[src/rtl/guess_search.sv]
//==============================================================================
// Module      : guess_search
// Description : Sequential binary-search controller driving the b operand of a
//               3-bit magnitude comparator. Converges on the secret operand in
//               at most four probes and reports done/fail with the found value.
//               Optional macro GUESS_STEPS_EN adds the 3-bit probe counter
//               output 'steps'.
// Revision    : 1.0 - initial release
//==============================================================================
`default_nettype none
`timescale 1ns/1ps

module guess_search (
  input  logic       clk,
  input  logic       rst_n,
  input  logic       start,
  input  logic       L,
  input  logic       E,
  input  logic       G,
  output logic       b2,
  output logic       b1,
  output logic       b0,
  output logic       busy,
  output logic       done,
  output logic       fail,
`ifdef GUESS_STEPS_EN
  output logic [2:0] steps,
`endif
  output logic [2:0] res
);

  typedef enum logic [2:0] {
    ST_IDLE  = 3'd0,
    ST_PROBE = 3'd1,
    ST_EVAL  = 3'd2,
    ST_DONE  = 3'd3,
    ST_FAIL  = 3'd4
  } state_t;

  localparam logic [2:0] c_LO_INIT = 3'd0;
  localparam logic [2:0] c_HI_INIT = 3'd7;
  localparam logic [2:0] c_G_INIT  = 3'd3;

  state_t     r_state, w_state_nxt;
  logic [2:0] r_lo, r_hi, r_g, r_res;
  logic [2:0] w_lo_nxt, w_hi_nxt, w_g_nxt, w_res_nxt;
  logic       r_busy, r_done, r_fail;
  logic       w_busy_nxt, w_done_nxt, w_fail_nxt;
  logic [3:0] w_sum_up, w_sum_dn;
`ifdef GUESS_STEPS_EN
  logic [2:0] r_steps, w_steps_nxt;
`endif

  // Midpoint sums are 4 bits wide so g+1+hi cannot overflow; the bound
  // checks in EVAL guarantee g<hi before +1 and g>lo before -1.
  assign w_sum_up = {1'b0, r_g} + 4'd1 + {1'b0, r_hi};
  assign w_sum_dn = {1'b0, r_lo} + {1'b0, r_g} - 4'd1;

  // Next-state, search-window and result logic.
  always_comb begin
    w_state_nxt = r_state;
    w_lo_nxt    = r_lo;
    w_hi_nxt    = r_hi;
    w_g_nxt     = r_g;
    w_res_nxt   = r_res;
`ifdef GUESS_STEPS_EN
    w_steps_nxt = r_steps;
`endif
    case (r_state)
      ST_IDLE, ST_DONE, ST_FAIL: begin
        if (start) begin
          w_lo_nxt    = c_LO_INIT;
          w_hi_nxt    = c_HI_INIT;
          w_g_nxt     = c_G_INIT;
          w_res_nxt   = 3'd0;
`ifdef GUESS_STEPS_EN
          w_steps_nxt = 3'd0;
`endif
          w_state_nxt = ST_PROBE;
        end
      end
      ST_PROBE: begin
        // Settle cycle for the external comparator.
        w_state_nxt = ST_EVAL;
`ifdef GUESS_STEPS_EN
        w_steps_nxt = r_steps + 3'd1;
`endif
      end
      ST_EVAL: begin
        case ({L, E, G})
          3'b010: begin
            w_res_nxt   = r_g;
            w_state_nxt = ST_DONE;
          end
          3'b001: begin
            if (r_g == r_hi) begin
              w_state_nxt = ST_FAIL;
            end else begin
              w_lo_nxt    = r_g + 3'd1;
              w_g_nxt     = 3'(w_sum_up >> 1);
              w_state_nxt = ST_PROBE;
            end
          end
          3'b100: begin
            if (r_g == r_lo) begin
              w_state_nxt = ST_FAIL;
            end else begin
              w_hi_nxt    = r_g - 3'd1;
              w_g_nxt     = 3'(w_sum_dn >> 1);
              w_state_nxt = ST_PROBE;
            end
          end
          default: w_state_nxt = ST_FAIL;
        endcase
      end
      default: w_state_nxt = ST_IDLE;
    endcase

    // Status flags are decoded from the next state so they leave a flop.
    w_busy_nxt = (w_state_nxt == ST_PROBE) || (w_state_nxt == ST_EVAL);
    w_done_nxt = (w_state_nxt == ST_DONE);
    w_fail_nxt = (w_state_nxt == ST_FAIL);
  end

  // State and datapath registers with asynchronous active-low reset.
  always_ff @(posedge clk or negedge rst_n) begin
    if (!rst_n) begin
      r_state <= ST_IDLE;
      r_lo    <= c_LO_INIT;
      r_hi    <= c_HI_INIT;
      r_g     <= 3'd0;
      r_res   <= 3'd0;
      r_busy  <= 1'b0;
      r_done  <= 1'b0;
      r_fail  <= 1'b0;
`ifdef GUESS_STEPS_EN
      r_steps <= 3'd0;
`endif
    end else begin
      r_state <= w_state_nxt;
      r_lo    <= w_lo_nxt;
      r_hi    <= w_hi_nxt;
      r_g     <= w_g_nxt;
      r_res   <= w_res_nxt;
      r_busy  <= w_busy_nxt;
      r_done  <= w_done_nxt;
      r_fail  <= w_fail_nxt;
`ifdef GUESS_STEPS_EN
      r_steps <= w_steps_nxt;
`endif
    end
  end

  assign {b2, b1, b0} = r_g;
  assign busy         = r_busy;
  assign done         = r_done;
  assign fail         = r_fail;
  assign res          = r_res;
`ifdef GUESS_STEPS_EN
  assign steps        = r_steps;
`endif

endmodule

`default_nettype wire
[config.mk]
export PLATFORM = sky130hd
export DESIGN_NAME = guess_search
export DESIGN_NICKNAME = d
export VERILOG_FILES = /design/src/rtl/guess_search.sv
export SDC_FILE = /design/constraint.sdc
export NUM_CORES = 1
export LEC_CHECK = 0
export CORE_ASPECT_RATIO = 1.4
export CORE_MARGIN = 2
export CORE_UTILIZATION = 54
export DETAILED_ROUTE_END_ITERATION = 8
export PLACE_DENSITY = 0.82
export SYNTH_ARGS = -nofsm -noshare
export SYNTH_HDL_FRONTEND = slang
export SYNTH_SLANG_ARGS = --single-unit
[constraint.sdc]
create_clock -name clk -period 2.54 [get_ports clk]
set_input_delay 0.381 -clock clk [delete_from_list [all_inputs] [get_ports clk]]
set_output_delay 0.381 -clock clk [all_outputs]
set_load 0.02 [all_outputs]
After elaboration in Yosys (flattened, before gate mapping)
Index checks and enable logic that the tools add are counted.
- $add $sub $neg: 6
- equality and inequality tests: 22
- multiplexer cells: 20
- reduce and logical (&&, ||, !) cells: 8
- operators by type and width (kind ; number):
    $mux W3 ; 13
    $pmux W3 S2 ; 5
    $pmux W3 S3 ; 2
    $eq A3 B2 Y1 const B ; 5
    $eq A3 B1 Y1 const B ; 3
    $eq A3 B3 Y1 const B ; 3
    $ne A2 B2 Y1 const B ; 4
    $reduce_and A4 Y1 ; 2
    $eq A3 B3 Y1 ; 2
    $ne A3 B3 Y1 const B ; 2
    $reduce_and A5 Y1 ; 1
    $add A3 B1 Y4 const B ; 1
    $add A3 B3 Y4 ; 1
    $add A4 B3 Y4 ; 1
    $ne A2 B1 Y1 const B ; 2
    $sub A4 B1 Y4 const B ; 1
    $add A3 B1 Y3 const B ; 1
    $logic_not A3 Y1 ; 1
    $ne A3 B2 Y1 const B ; 1
    $reduce_and A3 Y1 ; 1
    $reduce_or A3 Y1 ; 1
    $sub A3 B1 Y3 const B ; 1
    $reduce_bool A2 Y1 ; 1
    $logic_or A1 B1 Y1 ; 1
- bits in registers: 18
- bits of input ports: 6
- word-level logic and storage cells: 64

Longest topological paths before layout
- depth after elaboration: 6
- gate-level depth with buffers: 10
- gate-level depth less buffers: 10

Least setup slack after synthesis
OpenSTA, ideal clock, no wires.
- path type: register -> register
- start: register r_g[1]
- end: register r_g[2]
- library setup time: 128 ps
- arrival: 2126 ps
- required time: 2412 ps
- slack: 286 ps
- stages on the path, launching flop included: 11
- path buffers: 0
- clock period less this slack: 2254 ps
- cell sequence: dfrtp_1 inv_1 ha_1 inv_1 ha_1 inv_1 fa_1 xnor2_1 o21ai_0 a21oi_1 mux2_1
- cells in the longest elaborated chain, start to end: 5
- elaborated cells on any way between the ends: 13
- classes of those cells: add/sub (4); eq/ne (4); mux (4); reduce/logical (1)
- ends and longest elaborated chain (element ; RTL line ; RTL):
    start, declared ; 45 ; logic [2:0] r_lo, r_hi, r_g, r_res;
    start signal, assigned ; 143 ; r_g <= w_g_nxt;
    $add A3 B3 Y4 / $add A3 B1 Y4 (equally long branches) ; 57, 56 ;
    $sub A4 B1 Y4 / $add A4 B3 Y4 (equally long branches) ; 57, 56 ;
    $mux W3 (on tied branches) ; 105, 96 ;
    $pmux W3 S2 ; 90 ; case ({L, E, G})
    $pmux W3 S2 ; 69 ; case (r_state)
Parallel ways exist; a longest one is shown, timed or not. The select of a mux whose other input is x is not followed.
A chain may end at the register's enable or synchronous reset.

Worst setup path after layout
Same ends and word-level chain as after synthesis.

==> results.sh <==
export IMPL_crit_required_ns=2.74
export IMPL_fillCellCount=173
export IMPL_drtAntennaViolNets=0
export IMPL_track_usage_pct=22.9
export IMPL_initial_core_util_pct=55.5
export IMPL_cts_tree="built"
export IMPL_fin_crit_ns=2.33
export IMPL_tightestPinTransition_ns=0.774
export IMPL_start_kind="register"
export IMPL_die_h_um=59.3
export IMPL_drv_slew=0
export IMPL_numCtsBuffers=3
export IMPL_diodes=0
export IMPL_postCtsSetupRepairBufs=0
export IMPL_endpoint_kind="register"
export IMPL_reg2reg_depth=10
export IMPL_setup_tns_ns=0
export IMPL_startpoint="r_g[1]"
export IMPL_worst_setup_path_type="reg -> reg"
export IMPL_worstPathArrival_ns=2.53
export IMPL_fin_nets=152
export IMPL_grt_pass1_wl_um=4270
export IMPL_vdd_drop_max_mv=0.646
export IMPL_yosysUniqueCellTypes=39
export IMPL_post_drt_wl_per_cell_um=15.7
export IMPL_finalHoldViolCount=0
export IMPL_drc=0
export IMPL_area_delta_synth_final_pct=17.4
export IMPL_cts_resized_gates=0
export IMPL_core_area_mm2=0.00213
export IMPL_cts_htree_levels=1
export IMPL_dp_final_hpwl_um=1970
export IMPL_max_freq_ghz=0.428
export IMPL_grt_start_max_net_pins=21
export IMPL_rsz0062_at_grt="no"
export IMPL_gp_congestion=0.949
export IMPL_syn_cell_area_mm2=0.00118
export IMPL_drt_iter0_drc=28
export IMPL_yosysSeqAreaShare_pct=38.5
export IMPL_clock_latency_ns=0.31
export IMPL_fin_worst_skew_ns=0.00619
export IMPL_ctsRootBufferMaster="clkbuf_4"
export IMPL_critPathMaxFanout=6
export IMPL_hold_path_class="in -> async"
export IMPL_rows=20
export IMPL_status="completed"
export IMPL_cts_buffer_depth=2
export IMPL_antenna_found_initial=0
export IMPL_leakage_nw=0.629
export IMPL_ff_latch_area_um2=454
export IMPL_syn_inst=117
export IMPL_cts_hold_buf=0
export IMPL_overflow=0
export IMPL_grt_pass1_vias=965
export IMPL_fin_cells=156
export IMPL_slew_headroom_pct=48.2
export IMPL_dp_cells=152
export IMPL_drive_above_1_share_pct=14.2
export IMPL_period_share_pct=91.9
export IMPL_synth_nets=134
export IMPL_ys_warn_count=0
export IMPL_multi_input_comb_area_um2=667
export IMPL_die_area_mm2=0.00258
export IMPL_setup_violations=0
export IMPL_worstReg2RegStart="r_g[1]"
export IMPL_clock_sinks=18
export IMPL_pin_count=15
export IMPL_vias=910
export IMPL_die_width_um=43.5
export IMPL_drt_total_wl_um=2450
export IMPL_dr_pass1_iters=4
export IMPL_cap_violations=0
export IMPL_portBuffers=14
export IMPL_ys_seq_elements=18
export IMPL_syn_area_per_cell_um2=10.1
export IMPL_p_per_area_mw_per_mm2=942
export IMPL_clk_pin_slew_ns=0.10
export IMPL_vias_per_cell=5.83
layer usage:
| layer | GRT usage (%) | part of all wire [%] |
|---|---|---|
| met5 | 0 | 0 |
| met4 | 15.6 | 5.0 |
| met3 | 1.83 | 4.2 |
| met2 | 39.7 | 51 |
| met1 | 26.3 | 39 |
worst paths after layout:
kind | endpoint | slack [ns]
setup / recovery | r_g[2] | 0.21
hold reg to reg | r_lo[2] | 0.52
min in group clk | r_lo[2] | 0.52
hold / removal | r_lo[1] | 0.52
setup reg to reg | r_g[2] | 0.21
max in group asynchronous | fail | 1.54
worst max-delay path: stages (launching register included):
cell     delay, ns
dfrtp_1       0.50
inv_1         0.14
ha_1          0.33
inv_1         0.07
ha_1          0.13
inv_1         0.05
fa_1          0.39
xnor2_1       0.14
o21ai_0       0.14
a21oi_1       0.05
mux2_1        0.29
where the power goes:
group	internal [mW]	switching, mW	total [mW]
logic	0.314	0.340	0.654
clock network	0.0876	0.0920	0.180
registers	0.366	0.105	0.471
layout make-up:
cell class | instances | share of cell area, %
Clock buffer | 4 | 2.62
Inverter | 12 | 3.25
Multi-Input combinational cell | 84 | 48.1
Sequential cell | 18 | 32.8
Tap cell | 22 | 1.99
Timing Repair Buffer | 16 | 11.2
sequential cells by signal (all words and copies together) (netlist names):
name and count:
res 3, fail 1, r_state 3, r_hi 3
r_g 3, busy 1, r_lo 3, done 1
cells in the final DEF, fill, tap and decap left out, drive strengths merged:
master,count
a32oi,1
ha,9
buf,2
clkdlybuf4s50,14
o21bai,1
a311o,1
dfstp,3
clkbuf,4
or2,1
nor3b,3
nand2,4
fa,2
or3b,4
inv,12
mux2i,4
nor4,2
a21oi,3
a2bb2oi,2
nor2b,3
and2,2
o22a,1
nor3,8
a31o,2
a21o,1
xnor2,2
nand2b,1
nand3b,1
dfrtp,15
xor2,2
nor2,11
o21ai,6
mux2,5
o21a,1
a22oi,1
metrics by stage:
| step | utilization (%) | setup WS, ns | instance area (um2) | power (mW) | hold slack (ns) |
|---|---|---|---|---|---|
| floorplan | - | 0.286 | 1180 | 0.911 | 0.0854 |
| global placement | 63.4 | 0.264 | 1350 | 1.10 | 0.488 |
| detailed placement | 63.4 | 0.208 | 1350 | 1.13 | 0.500 |
| CTS | 65.1 | 0.200 | 1390 | 1.32 | 0.521 |
| global route | 65.1 | 0.0569 | 1390 | 1.41 | 0.539 |
| finish | 65.1 | 0.206 | 1390 | 1.31 | 0.516 |
cells by family (layout without fill, tap and decap cells):
| group | after synthesis | after routing | synth area share [%] |
|---|---|---|---|
| flip-flops | 18 | 18 | 38.5 |
| adder cells (fa/ha/maj) | 11 | 11 | 12.9 |
| buffers and inverters | 15 | 32 | 4.98 |
| AND/OR/NAND/NOR | 40 | 40 | 19.1 |
| multiplexers | 9 | 9 | 8.17 |
| AO/OA/AOI/OAI | 20 | 20 | 13.4 |
| XOR/XNOR | 4 | 4 | 2.97 |
synth_stat cells:
master	count	area [um2]
dfrtp_1	15	375
inv_1	12	45.0
nor2_1	11	41.3
ha_1	9	113
nor3_1	8	40.0
o21ai_0	5	25.0
mux2_2	4	45.0
mux2i_1	4	40.0
nand2_1	4	15.0
a21oi_1	3	15.0
dfstp_2	3	78.8
nor2b_1	3	18.8
a2bb2oi_1	2	17.5
and2_1	2	12.5
buf_2	2	10.0
fa_1	2	40.0
nor3b_1	2	15.0
nor4_1	2	12.5
or3b_1	2	17.5
xnor2_1	2	17.5
xor2_1	2	17.5
a21o_1	1	7.51
a22oi_1	1	7.51
a311o_1	1	10.0
a31o_1	1	8.76
a31o_2	1	8.76
a32oi_1	1	8.76
clkbuf_1	1	3.75
mux2_1	1	11.3
nand2b_1	1	6.26
nand3b_1	1	7.51
nor3b_2	1	12.5
o21a_1	1	7.51
o21ai_4	1	16.3
o21bai_1	1	7.51
o22a_4	1	17.5
or2_1	1	6.26
or3b_2	1	8.76
or3b_4	1	11.3
No activity file was read; power rests on OpenSTA's default activity.
